===== config.mk =====
export PLATFORM = sky130hd
export DESIGN_NAME = amp_fault_supervisor
export DESIGN_NICKNAME = d
export VERILOG_FILES = /design/src/rtl/amp_fault_supervisor.sv
export SDC_FILE = /design/constraint.sdc
export NUM_CORES = 1
export LEC_CHECK = 0
export ABC_AREA = 1
export BUFFER_PORTS_ARGS = -buffer_cell sky130_fd_sc_hd__buf_2
export CAP_MARGIN = 20
export CORE_AREA = 2 2 88 90
export CTS_BUF_LIST = sky130_fd_sc_hd__clkbuf_16
export DETAILED_ROUTE_END_ITERATION = 10
export DIE_AREA = 0 0 90 92
export MAX_ROUTING_LAYER = met4
export PLACE_DENSITY = 0.41
export SETUP_SLACK_MARGIN = 0.02
export SYNTH_ARGS = -nofsm -noshare
export SYNTH_HDL_FRONTEND = slang
export SYNTH_SLANG_ARGS = --single-unit

===== constraint.sdc =====
create_clock -name clk_in -period 4.16 [get_ports clk_in]
set_input_delay 0.208 -clock clk_in [delete_from_list [all_inputs] [get_ports clk_in]]
set_output_delay 0.208 -clock clk_in [all_outputs]
set_load 0.02 [all_outputs]

===== src/rtl/amp_fault_supervisor.sv =====
// amp_fault_supervisor
// Power-up, configuration and fault-recovery sequencer for the external class-D amp.
// Brings the amp out of disable, kicks off the config serializer, unmutes once audio is
// locked, and on a qualified fault walks mute -> disable -> backoff -> retry. Too many
// faults latch a lockout that only clear_in (or reset) releases.

module amp_fault_supervisor #(
    parameter int unsigned EN_WAIT_CYCLES = 1000,
    parameter int unsigned CFG_TIMEOUT    = 5000,
    parameter int unsigned BACKOFF_CYCLES = 20000,
    parameter int unsigned MAX_RETRIES    = 3,
    parameter int unsigned FAULT_FILTER   = 4
) (
    input  logic       clk_in,
    input  logic       reset_in,
    input  logic       audio_locked_in,
    input  logic       nerror_in,
    input  logic       cfg_done_in,
    input  logic       clear_in,
    output logic       nenable_out,
    output logic       nmute_out,
    output logic       cfg_start_out,
    output logic [3:0] fault_count_out,
    output logic       lockout_out,
    output logic [2:0] state_out
);

    localparam int unsigned TMAX_A = (EN_WAIT_CYCLES > CFG_TIMEOUT) ? EN_WAIT_CYCLES : CFG_TIMEOUT;
    localparam int unsigned TMAX   = (TMAX_A > BACKOFF_CYCLES) ? TMAX_A : BACKOFF_CYCLES;
    localparam int TW = $clog2(TMAX + 1);
    localparam int FW = $clog2(FAULT_FILTER + 1);

    typedef enum logic [2:0] {
        IDLE    = 3'd0,
        EN_WAIT = 3'd1,
        CONFIG  = 3'd2,
        RUN     = 3'd3,
        FAULT   = 3'd4,
        BACKOFF = 3'd5,
        LOCKOUT = 3'd6
    } state_t;

    state_t        state_q, state_d;
    logic [TW-1:0] timer_q, timer_d;
    logic [3:0]    fault_count_q, fault_count_d;
    logic          nenable_q, nenable_d;
    logic          nmute_q, nmute_d;
    logic          cfg_start_q, cfg_start_d;
    logic          lockout_q, lockout_d;

    logic          nerror_s1_q, nerror_s2_q;
    logic [FW-1:0] filter_q;
    logic          fault_det;

    // Bring the asynchronous fault pin into the clock domain; idle level is high (no fault).
    always_ff @(posedge clk_in or posedge reset_in) begin
        if (reset_in) begin
            nerror_s1_q <= 1'b1;
            nerror_s2_q <= 1'b1;
        end else begin
            nerror_s1_q <= nerror_in;
            nerror_s2_q <= nerror_s1_q;
        end
    end

    // Count consecutive low synced samples, saturating at the filter length; any high sample restarts.
    always_ff @(posedge clk_in or posedge reset_in) begin
        if (reset_in) begin
            filter_q <= '0;
        end else if (nerror_s2_q) begin
            filter_q <= '0;
        end else if (filter_q != FW'(FAULT_FILTER)) begin
            filter_q <= filter_q + FW'(1);
        end
    end

    assign fault_det = (filter_q == FW'(FAULT_FILTER));

    // Next-state, timer and fault-count logic; registered outputs are derived from the next state.
    always_comb begin
        state_d       = state_q;
        timer_d       = '0;
        fault_count_d = fault_count_q;

        case (state_q)
            IDLE: begin
                state_d = EN_WAIT;
                timer_d = TW'(EN_WAIT_CYCLES);
            end
            EN_WAIT: begin
                if (fault_det) begin
                    state_d = FAULT;
                end else if (timer_q == TW'(1)) begin
                    state_d = CONFIG;
                    timer_d = TW'(CFG_TIMEOUT);
                end else begin
                    timer_d = timer_q - TW'(1);
                end
            end
            CONFIG: begin
                if (fault_det) begin
                    state_d = FAULT;
                end else if (cfg_done_in) begin
                    state_d = RUN;
                end else if (timer_q == TW'(1)) begin
                    state_d = FAULT;
                end else begin
                    timer_d = timer_q - TW'(1);
                end
            end
            RUN: begin
                if (fault_det) begin
                    state_d = FAULT;
                end
            end
            FAULT: begin
                if (fault_count_q >= 4'(MAX_RETRIES)) begin
                    state_d = LOCKOUT;
                end else begin
                    state_d = BACKOFF;
                    timer_d = TW'(BACKOFF_CYCLES);
                end
            end
            BACKOFF: begin
                if (timer_q == TW'(1)) begin
                    state_d = IDLE;
                end else begin
                    timer_d = timer_q - TW'(1);
                end
            end
            LOCKOUT: begin
                if (clear_in) begin
                    state_d       = IDLE;
                    fault_count_d = 4'd0;
                end
            end
            default: begin
                state_d = IDLE;
            end
        endcase

        // FAULT never persists, so landing in it always means a fresh fault entry.
        if (state_d == FAULT) begin
            fault_count_d = (fault_count_q == 4'hF) ? 4'hF : fault_count_q + 4'd1;
        end

        nenable_d   = !((state_d == EN_WAIT) || (state_d == CONFIG) ||
                        (state_d == RUN)     || (state_d == FAULT));
        nmute_d     = (state_q == RUN) && (state_d == RUN) && audio_locked_in;
        cfg_start_d = (state_q == EN_WAIT) && (state_d == CONFIG);
        lockout_d   = (state_d == LOCKOUT);
    end

    // State register and all outputs share one edge; reset disables the amp immediately.
    always_ff @(posedge clk_in or posedge reset_in) begin
        if (reset_in) begin
            state_q       <= IDLE;
            timer_q       <= '0;
            fault_count_q <= 4'd0;
            nenable_q     <= 1'b1;
            nmute_q       <= 1'b0;
            cfg_start_q   <= 1'b0;
            lockout_q     <= 1'b0;
        end else begin
            state_q       <= state_d;
            timer_q       <= timer_d;
            fault_count_q <= fault_count_d;
            nenable_q     <= nenable_d;
            nmute_q       <= nmute_d;
            cfg_start_q   <= cfg_start_d;
            lockout_q     <= lockout_d;
        end
    end

    assign nenable_out     = nenable_q;
    assign nmute_out       = nmute_q;
    assign cfg_start_out   = cfg_start_q;
    assign fault_count_out = fault_count_q;
    assign lockout_out     = lockout_q;
    assign state_out       = state_q;

endmodule


## Yosys cells after proc, flatten, opt, wreduce, memory -nomap -nowiden

Index checks and enable logic that the tools add are counted.

| word-level totals | value |
|---|---|
| register bits after elaboration | 31 |

| cells by class | value |
|---|---|
| $add $sub $neg | 3 |
| order comparisons | 1 |
| equal/unequal tests | 15 |
| mux-type cells | 23 |
| reductions and logical operators | 12 |

Operator list:

| cell | number |
|---|---|
| $mux 15 | 6 |
| $pmux 15 s5 | 1 |
| $mux 3 | 10 |
| $pmux 3 s7 | 1 |
| $eq 3x3->1 const B | 6 |
| $mux 4 | 4 |
| $eq 15x1->1 const B | 1 |
| $sub 15x1->15 const B | 1 |
| $eq 3x2->1 const B | 4 |
| $eq 3x1->1 const B | 2 |
| $reduce_bool 2->1 | 3 |
| $add 4x1->4 const B | 1 |
| $eq 4x4->1 const B | 1 |
| $ge 4x2->1 const B | 1 |
| $add 3x1->3 const B | 1 |
| $logic_and 1x1->1 | 3 |
| $logic_not 3->1 | 1 |
| $logic_or 1x1->1 | 3 |
| $ne 3x3->1 const B | 1 |
| $mux 2 | 1 |
| $reduce_and 2->1 | 1 |
| $logic_not 1->1 | 1 |

## Longest topological paths before layout

Gate-level depths: netlist of run 1.

| depth | value |
|---|---|
| depth after elaboration | 10 |
| depth in mapped cells | 13 |
| mapped depth without buffers | 13 |

## Worst setup path before layout of run 1

OpenSTA, ideal clock, no wires.

| path | value |
|---|---|
| path type | register to register |
| start | reg fault_count_q[0], in the netlist fault_count_out[0] |
| end | reg fault_count_q[0], in the netlist fault_count_out[0] |
| arrival time | 1441 ps |
| data required time | 4042 ps |
| setup slack | 2600 ps |
| cell stages (with the launch flop) | 11 |
| path through | dfrtp_1 > ha_1 > nor2_1 > nand2_4 > nand2_4 > nor2_4 > nand3_1 > nor2_1 > nand3_2 > nand3_1 > nand2_1 |

| on the way | value |
|---|---|
| longest elaborated chain between the ends | 6 |

RTL lines:

| item | line | text |
|---|---|---|
| from (decl) | 45 | `logic [3:0] fault_count_q, fault_count_d;` |
| from (signal assigned) | 167 | `fault_count_q <= fault_count_d;` |
| $ge 4x2->1 | 117 | `if (fault_count_q >= 4'(MAX_RETRIES)) begin` |
| $mux 2 | 117 |  |
| $pmux 3 s7 | 85 | `case (state_q)` |
| $eq 3x3->1 | 143 | `if (state_d == FAULT) begin` |
| $reduce_bool 2->1 (no source line) | - |  |
| $reduce_and 2->1 (no source line) | - |  |

Several ways; a longest one is shown, not always the timed one.
A chain may end at the register's enable or synchronous reset.

## Final worst setup path of run 1

| path | value |
|---|---|
| start | reg filter_q[0] |
| end | reg fault_count_q[3], in the netlist fault_count_out[3] |

| on the way | value |
|---|---|
| longest elaborated chain between the ends | 6 |

RTL lines:

| item | line | text |
|---|---|---|
| from (decl) | 52 | `logic [FW-1:0] filter_q;` |
| from (signal assigned) | 73 | `filter_q <= filter_q + FW'(1);` |
| $eq 3x3->1 (*) | 77 | `assign fault_det = (filter_q == FW'(FAULT_FILTER));` |
| $mux 3 (on tied branches) | 112, 101, 91 |  |
| $pmux 3 s7 (*) | 85 |  |
| named net state_d[1] | 43 | `state_t state_q, state_d;` |
| $eq 3x3->1 (*) | 143 |  |
| $reduce_bool 2->1 (no source line) | - |  |
| $reduce_and 2->1 (no source line) | - |  |

The timed path passes the listed nets; every way through them passes the cells marked *.

==> results of run 1 <==
[layout make-up]
type,count,area [µm²]
Fill cell,849,5330
Multi-Input combinational cell,152,863
Clock inverter,3,11.3
Tap cell,102,128
Clock buffer,5,125
Sequential cell,31,779
Inverter,33,124
Timing Repair Buffer,17,87.6
[critical path: cells and delay by family (launching register included)]
family | cells | cell delay (ps)
adder cells (fa/ha/maj) | 1 | 190
flip-flops | 1 | 340
AND/OR/NAND/NOR | 8 | 910
buffers and inverters | 3 | 250
[flip-flops by register name, summed over array words and instances, names as in the netlist]
register	count
nerror_s2_q	1
lockout_out	1
timer_q	15
nmute_out	1
nerror_s1_q	1
cfg_start_out	1
fault_count_out	4
filter_q	3
state_out	3
nenable_out	1
[report_power, final]
part / switching [mW] / total [mW] / internal, mW / leakage [nW]
clock: 0.127 / 0.342 / 0.215 / 0.0701
sequential: 0.0989 / 0.516 / 0.417 / 0.395
combinational: 0.510 / 0.772 / 0.263 / 0.608
[synth_stat cells]
| cell type | instances |
|---|---|
| ha_1 | 5 |
| o21ai_2 | 1 |
| o21ai_0 | 13 |
| nor3_1 | 5 |
| nor3_2 | 4 |
| o21ai_1 | 2 |
| dfstp_2 | 3 |
| nand3_2 | 2 |
| clkbuf_1 | 1 |
| nor2_2 | 7 |
| inv_2 | 5 |
| nor3b_1 | 1 |
| nand3b_1 | 1 |
| xor2_1 | 6 |
| xnor2_1 | 5 |
| dfrtp_1 | 28 |
| nand2_1 | 35 |
| inv_1 | 28 |
| nor2_4 | 2 |
| nand2_2 | 5 |
| nor2_1 | 26 |
| nand2_4 | 3 |
| nand4_2 | 1 |
| o22ai_1 | 1 |
| nand4_1 | 5 |
| nand3_1 | 17 |
| a21oi_1 | 5 |
[path summary, 6_finish.rpt]
path	startpoint	to	slack, ps	cells past startpoint
setup reg to reg	filter_q[0]$_DFFE_PP0P_	fault_count_out[3]$_DFFE_PP0P_	2370	12
hold reg to reg	nerror_s1_q$_DFF_PP1_	nerror_s2_q$_DFF_PP1_	350	0
hold / removal	reset_in	nmute_out$_DFF_PP0_	10	3
max in group asynchronous	reset_in	nenable_out$_DFF_PP1_	3820	3
min in group clk_in	nerror_in	nerror_s1_q$_DFF_PP1_	30	1
setup / recovery	filter_q[0]$_DFFE_PP0P_	fault_count_out[3]$_DFFE_PP0P_	2370	12
[logic make-up (layout without fill, tap and decap cells)]
family | count (synthesis) | after routing
simple gates | 114 | 114
buf+inv | 34 | 58
flops | 31 | 31
compound gates | 22 | 22
xor+xnor | 11 | 11
fa+ha+maj | 5 | 5
[routing by layer]
metal,wire length [µm],track usage [%],vias up
li1,-,-,746
met1,1910,14.0,663
met2,1860,17.5,25
met3,115,2.71,5
met4,55,3.46,0
met5,0,-,-
==> results.json, run 1 <==
{
  "grt_max_degree": 32,
  "start_util_pct": 23.8,
  "core.rowCount": 32,
  "critPathArrivalTime_ps": 1960,
  "syn_area_mm2": 0.00177,
  "cp-end-kind": "register",
  "finalHoldViolCount": 0,
  "setup_violations": 0,
  "crit_required_ps": 4330,
  "dieArea_mm2": 0.00828,
  "clkTransAtPathRegs_ps": 50,
  "place_inst": 335,
  "dr.pass1.iters": 4,
  "cpMostUsedCell": "nand2_1",
  "max_stage_delay_ps": 340,
  "stdcell_area_mm2": 0.00212,
  "first_global_vias": 1488,
  "finalPower_mw": 1.63,
  "maxCapViolations": 0,
  "skew_ps": 5.04,
  "syn_area_per_cell_um2": 8.16,
  "outcome": "complete, no violations",
  "muxShareOfSynthArea_pct": 0,
  "yosys.area_share.simple_pct": 33.3,
  "grt_use_total_pct": 11.1,
  "ys_types": 27,
  "fin_util_pct": 28.4,
  "ir_drop_uv": 313,
  "drc": 0,
  "initialDrtViolationCount": 50,
  "slowest_stage": "dfrtp_1",
  "cts_made_buffers": 5,
  "antenna_found_initial": 0,
  "seq_area_frac_synth_pct": 44.0,
  "vias_per_cell": 4.20,
  "period_share_pct": 43.1,
  "final_cell_mix": "35 x nand2_1, 29 x inv_1, 28 x dfrtp_1, 26 x nor2_1, 17 x nand3_1",
  "cts_hold_buf": 0,
  "path_class": "register to register",
  "synth_top_family_by_area": "simple AND/OR/NAND/NOR gates",
  "antenna_left": 0,
  "vias": 1439,
  "cts_tree": "yes",
  "cp_cell_sequence": "inv_1 > ha_1 > nand2_1 > inv_1 > nor2_1 > nand2_1 > nand2_1 > inv_2 > nand2_2 > nor2_2 > nand3_1 > nand2_1",
  "htree_levels": 2,
  "synthAdderAreaFrac_pct": 3.53,
  "synth-xor-area-share_pct": 5.44,
  "antenna_cells": 0,
  "min_period_ps": 1790,
  "maxSlewViolCount": 0,
  "layout_commonest_cell": "nand2_1",
  "synth_compound_area_share_pct": 6.50,
  "place_area_mm2": 0.00198,
  "nNetsFinal": 251,
  "postCtsSetupRepairBufs": 0,
  "cp_max_fo": 7,
  "pre_cts_slack_ps": 2350,
  "wirelength_um": 3940,
  "place_congestion": 0.849,
  "hold_path_class": "primary input to asynchronous set/reset pin",
  "io_pins": 17,
  "grt_pass1_wl_um": 7140,
  "max_freq_ghz": 0.557,
  "post_drt_wl_per_cell_um": 11.5,
  "final_cells": 343,
  "cts_buffer_depth": 2,
  "synth_top_cell_by_area": "dfrtp_1",
  "p_per_area_mw_per_mm2": 769,
  "dpl.hpwl_um": 2990,
  "grt-ovfl-total": 0,
  "fp.dieH_um": 92,
  "die_w_um": 90,
  "ctsResizeCount": 0,
  "worstSkewPairLatency_ps": 270,
  "ys_seq_elements": 31,
  "cts_num_sinks": 31,
  "syn-num-nets": 228,
  "rsz0062_at_grt": "no",
  "syn_inst": 217,
  "worstMarginPinSlew_ps": 410,
  "ys_top_cells_by_area": "dfrtp_1 40%, nand2_1 7.4%, inv_1 5.9%, nor2_1 5.5%, nand3_1 4.8%",
  "root_buffer": "clkbuf_16",
  "yosys_warnings": 0,
  "layout_setup_ws_ps": 2370,
  "cp-start-kind": "register",
  "port_buffers": 16,
  "syn_to_final_growth_pct": 19.6,
  "leakagePower_nw": 1.07,
  "synth_top_area_share_pct": 39.6,
  "tns_ps": 0,
  "drive_gt1_share_pct": 22.8,
  "timing.hold.ws_ps": 11.8,
  "core_mm2": 0.00745,
  "max_slew_margin_pct": 72.7
}
Power figures use the tool's default switching activity.
==> run 2, diff against run 1 <==
- ABC_AREA: 1 -> 0
- CORE_AREA: 2 2 88 90 -> 2 2 84 86
- DIE_AREA: 0 0 90 92 -> 0 0 86 88
- PLACE_DENSITY: 0.41 -> 0.42
- clock period: 4.16 -> 1.82 ns (I/O delays scaled with it)
==> run 2 against run 1 <==
Against the previous run: the flow now finishes with violations (negative setup slack); setup slack worse by 2800 ps; final cell count fell by 5.5%; register-to-register slack got worse by 2800 ps; worst hold slack better by 63 ps; critical path type unchanged.
==> results.json, run 2 <==
{
  "outcome": "finished with violations",
  "violations": "negative setup slack",
  "skew_ps": 3.47,
  "antenna_left": 0,
  "htree_levels": 2,
  "p_comb_share_pct": 50.1,
  "drive_gt1_share_pct": 52.9,
  "rsz0062_at_grt": "yes",
  "crit_required_ps": 1980,
  "cts_made_buffers": 5,
  "dieArea_mm2": 0.00757,
  "vias_per_cell": 4.62,
  "vias": 1496,
  "die_w_um": 86,
  "final_cell_mix": "61 x buf_4, 26 x dfrtp_1, 16 x nor2_1, 16 x buf_2, 9 x nand2_1",
  "use_met3_pct": 3.11,
  "nNetsFinal": 254,
  "antenna_found_initial": 0,
  "fp.dieH_um": 88,
  "dpl.hpwl_um": 3210,
  "hold_path_class": "primary input to register",
  "drc": 0,
  "port_buffers": 16,
  "cp-start-kind": "register",
  "period_share_pct": 124,
  "path_class": "register to register",
  "ys_seq_elements": 31,
  "io_pins": 17,
  "cts_num_sinks": 31,
  "p_sw_share_pct": 36.4,
  "maxSlewViolCount": 0,
  "yosys_warnings": 0,
  "finalHoldViolCount": 0,
  "place_inst": 306,
  "worstSkewPairLatency_ps": 270,
  "largest_register_ffs": 15,
  "layout_commonest_cell": "buf_4",
  "cts_tree": "yes",
  "syn_to_final_growth_pct": 64.4,
  "critPathArrivalTime_ps": 2420,
  "setup_violations": 5,
  "syn-num-nets": 168,
  "first_global_vias": 1491,
  "p_int_mw": 2.63,
  "yosys.cell_count.top_type": "dfrtp_1",
  "grt_pass1_wl_um": 7140,
  "ir_drop_uv": 972,
  "synth_flop_cell": "dfrtp_1",
  "post_drt_wl_per_cell_um": 14.0,
  "ys_top_cells_by_area": "dfrtp_1 43%, dfstp_2 4.8%, nor2_1 3.9%, ha_1 3.8%, o21ai_0 3.7%",
  "syn_area_mm2": 0.00163,
  "syn_area_per_cell_um2": 10.4,
  "syn_inst": 157,
  "clock_power_share_pct": 22.4,
  "min_period_ps": 2260,
  "grt_max_degree": 32,
  "max_freq_ghz": 0.442,
  "cts_buffer_depth": 2,
  "cp_max_fo": 3,
  "grt-ovfl-total": 0,
  "pre_cts_slack_ps": -451,
  "wirelength_um": 4540,
  "met1_usage_pct": 14.6,
  "root_buffer": "clkbuf_16",
  "core_mm2": 0.00664,
  "layout_setup_ws_ps": -441,
  "core.rowCount": 30,
  "synth_top_area_share_pct": 42.9,
  "final_cells": 324,
  "leakagePower_nw": 1.26,
  "dr.pass1.iters": 4,
  "place_congestion": 0.836,
  "top_usage_layer": "met2",
  "use_met2_pct": 21.9,
  "antenna_cells": 0,
  "grt_use_total_pct": 12.5,
  "ys_types": 44,
  "synth_edf_count": 0,
  "synth_top_cell_by_area": "dfrtp_1",
  "synth_common_cells": "28 x dfrtp_1, 17 x nor2_1, 13 x nand2_1",
  "top_register": "timer_q",
  "max_slew_margin_pct": 71.9,
  "cp-end-kind": "register",
  "clkTransAtPathRegs_ps": 50,
  "p_per_area_mw_per_mm2": 1540,
  "synthArstFlopShare_pct": 100,
  "power_frac_seq_pct": 27.5,
  "start_util_pct": 24.6,
  "worstMarginPinSlew_ps": 422,
  "initialDrtViolationCount": 46,
  "p_switching_mw": 1.51,
  "maxCapViolations": 0,
  "seq_area_frac_synth_pct": 47.8
}
## run 2: kinds of logic after synthesis
logic type | Yosys count | synth area share [%]
simple gates | 60 | 22.7
compound gates | 36 | 16.0
flops | 31 | 47.8
buf+inv | 13 | 3.22
xor+xnor | 11 | 5.90
fa+ha+maj | 5 | 3.83
mux | 1 | 0.614
## run 2: power groups by stage
stage / Sequential [mW] / Combinational [mW] / Clock, mW
global placement: 1.11 / 1.70 / 0
global route: 1.16 / 2.26 / 0.987
finish: 1.14 / 2.07 / 0.929
floorplan: 1.22 / 0.785 / 0
detailed placement: 1.12 / 1.74 / 0
CTS: 1.12 / 1.84 / 0.955
## run 2: metal layers
metal	vias up	share of wire (%)
li1	734	-
met1	731	43
met2	25	53
met3	6	2.8
met4	0	0.92
met5	-	0
## run 2: timing repair
action | CTS | global route
pin swaps | 17 | 14
setup buffers | 7 | 5
gates resized for setup | 14 | 34
gates cloned | 1 | 0
hold endpoints to repair | 29 | 0
endpoints found under the setup margin | 15 | 21
hold buffers | 2 | 0
## run 2: per-stage QoR
step	instance area [µm²]	hold slack (ps)	util, %	power [mW]	TNS (ps)
2_1_floorplan	1660	95.5	-	2.01	-1820
3_3_place_gp	2250	197	33.9	2.81	-1970
3_5_place_dp	2250	198	33.9	2.86	-2140
4_1_cts	2530	63.2	38.1	3.92	-1420
5_1_grt	2680	78.1	40.4	4.41	-2280
6_report	2680	74.5	40.4	4.14	-1650
## run 2: final timing paths
kind	from	end	slack [ps]	cells after the start
worst max-delay path	timer_q[1]$_DFF_PP0_	fault_count_out[3]$_DFFE_PP0P_	-440	9
worst min-delay path	audio_locked_in	nmute_out$_DFF_PP0_	70	3
worst max register to register	timer_q[1]$_DFF_PP0_	fault_count_out[3]$_DFFE_PP0P_	-440	9
worst min register to register	nerror_s1_q$_DFF_PP1_	nerror_s2_q$_DFF_PP1_	350	0
max in group asynchronous	reset_in	nenable_out$_DFF_PP1_	1030	4
min in group asynchronous	reset_in	timer_q[0]$_DFF_PP0_	460	4
## run 2: worst max-delay path, stage by stage (launching register included)
cell      delay, ps
dfrtp_1         390
inv_2            80
ha_4            120
nor4b_4         230
buf_4           190
and4_4          260
o211ai_4        110
nor4b_4         340
nand4_1         130
o311a_1         290
## run 2: final cells by class
cell class | instances | area (µm²)
clock buffers | 5 | 125
clock inverters | 3 | 38.8
fillers | 632 | 3960
inverters | 8 | 30.0
multi-input cells | 113 | 992
flip-flops and latches | 31 | 782
well taps | 80 | 100
repair buffers | 84 | 614
==> run 3, diff against run 2 <==
- CORE_AREA: 2 2 84 86 -> 2 2 57 59
- DIE_AREA: 0 0 86 88 -> 0 0 59 61
- PLACE_DENSITY: 0.42 -> 0.77
==> run 3 against run 2 <==
Against the previous run: sequential power is essentially flat; global-route usage is 17 points higher; largest cell class unchanged; final cell count fell by 17%; clock power is 19% lower; the run still ends with negative setup slack left.
==> results.json, run 3 (synthesized netlist as in run 2, its figures left out) <==
{
  "outcome": "finished with violations",
  "violations": "negative setup slack",
  "place_area_mm2": 0.00213,
  "cp-start-kind": "register",
  "cts_made_buffers": 5,
  "dieArea_mm2": 0.00360,
  "hold_path_class": "primary input to register",
  "syn_to_final_growth_pct": 54.8,
  "layout_setup_ws_ps": -495,
  "die_w_um": 59,
  "stdcell_area_mm2": 0.00252,
  "slowest_stage": "dfrtp_2",
  "core_mm2": 0.00295,
  "critPathBufInv": 0,
  "clkTransAtPathRegs_ps": 50,
  "top_register": "timer_q",
  "grt_pass1_wl_um": 7420,
  "initialDrtViolationCount": 103,
  "cts_tree": "yes",
  "wirelength_um": 5140,
  "crit_required_ps": 1970,
  "min_period_ps": 2310,
  "cts_num_sinks": 31,
  "final_cell_mix": "57 x buf_4, 26 x dfrtp_1, 16 x buf_2, 14 x nor2_1, 10 x nand2_1",
  "cp_cell_sequence": "ha_4 > or3_4 > o211a_1 > a31o_4 > nor4b_4 > nand4_1 > o311a_1",
  "cp_max_fo": 3,
  "first_global_vias": 1621,
  "antenna_left": 0,
  "p_per_area_mw_per_mm2": 1620,
  "port_buffers": 16,
  "critPathArrivalTime_ps": 2470,
  "core.rowCount": 20,
  "fp.dieH_um": 61,
  "drc": 0,
  "grt_use_total_pct": 29.3,
  "vias_per_cell": 6.00,
  "place_congestion": 0.928,
  "cp-end-kind": "register",
  "period_share_pct": 127,
  "dr.pass1.iters": 4,
  "finalHoldViolCount": 0,
  "max_freq_ghz": 0.432,
  "maxCapViolations": 0,
  "skew_ps": 6.15,
  "dpl.hpwl_um": 3000,
  "leakagePower_nw": 1.21,
  "num-fill-cells": 137,
  "worstMarginPinSlew_ps": 654,
  "multi_input_area_um2": 985,
  "ir_drop_uv": 1050,
  "worstSkewPairLatency_ps": 270,
  "antenna_found_initial": 0,
  "path_class": "register to register",
  "grt-ovfl-total": 0,
  "start_util_pct": 55.3,
  "io_pins": 17,
  "vias": 1620,
  "root_buffer": "clkbuf_16",
  "grt_max_degree": 18,
  "setup_violations": 9,
  "antenna_cells": 0,
  "finalPower_mw": 4.08,
  "regArea_um2": 782,
  "nNetsFinal": 247,
  "htree_levels": 2,
  "max_slew_margin_pct": 56.3,
  "layout_commonest_cell": "buf_4",
  "maxSlewViolCount": 0,
  "drive_gt1_share_pct": 51.1,
  "critPathTopFamily": "simple AND/OR/NAND/NOR gates",
  "max_stage_delay_ps": 420,
  "largest_register_ffs": 15,
  "cts_buffer_depth": 2,
  "rsz0062_at_grt": "yes",
  "post_drt_wl_per_cell_um": 19.0
}
## run 3: cell count changes in the layout (fill, tap and decap cells not counted), sizes merged
cell	change
inv	+1
buf	-7
bufinv	-1
## run 3: area by class of cell
type,instances,area share [%]
Clock buffer,5,4.96
Clock inverter,3,0.446
Inverter,8,1.19
Multi-Input combinational cell,113,39.0
Sequential cell,31,31.0
Tap cell,33,1.64
Timing Repair Buffer,77,21.8
## run 3: path summary, 6_finish.rpt
kind	slack [ps]	to	start	cells after the start
max	-490	fault_count_out[3]$_DFFE_PP0P_	fault_count_out[0]$_DFFE_PP0P_	7
min	100	nmute_out$_DFF_PP0_	audio_locked_in	3
max reg2reg	-490	fault_count_out[3]$_DFFE_PP0P_	fault_count_out[0]$_DFFE_PP0P_	7
min reg2reg	370	nerror_s2_q$_DFF_PP1_	nerror_s1_q$_DFF_PP1_	0
max in group asynchronous	690	timer_q[9]$_DFF_PP0_	reset_in	4
min in group asynchronous	470	nmute_out$_DFF_PP0_	reset_in	3
## run 3: through the flow
stage / setup WS [ps] / hold WS (ps) / utilization (%) / instances / setup TNS [ps]
detailed placement: -461 / 204 / 72.3 / 251 / -2860
global placement: -394 / 195 / 72.3 / 251 / -1880
floorplan: -583 / 95.5 / - / 157 / -1820
global route: -590 / 103 / 85.5 / 270 / -2900
finish: -495 / 96.6 / 85.5 / 270 / -2020
CTS: -456 / 63.6 / 79.0 / 261 / -1670
## run 3: power breakdown
| part | leakage, nW | internal [mW] | switching [mW] |
|---|---|---|---|
| clock network | 0.0701 | 0.490 | 0.267 |
| logic | 0.754 | 1.07 | 1.11 |
| registers | 0.388 | 0.921 | 0.231 |
| total | 1.21 | 2.48 | 1.61 |
## run 3: worst reg2reg max path: cells and delay by family, from the launching register on
family | cells | cell delay [ps]
DFF | 1 | 420
AOI/OAI and AO/OA | 3 | 780
and+or+nand+nor | 3 | 830
adders and majority gates | 1 | 170
## run 3: metal layers
| metal | track usage, % | part of all wire, % |
|---|---|---|
| met1 | 31.4 | 40 |
| met2 | 49.0 | 52 |
| met3 | 8.53 | 4.6 |
| met4 | 15.3 | 3.0 |
| met5 | - | 0 |
## run 3: repair_timing
item	in CTS	in global routing
hold buffers	2	0
pin swaps	4	15
gates resized for setup	13	30
endpoints found under the hold margin	14	0
endpoints found under the setup margin	19	21
buffers inserted	0	10
cloned	0	1
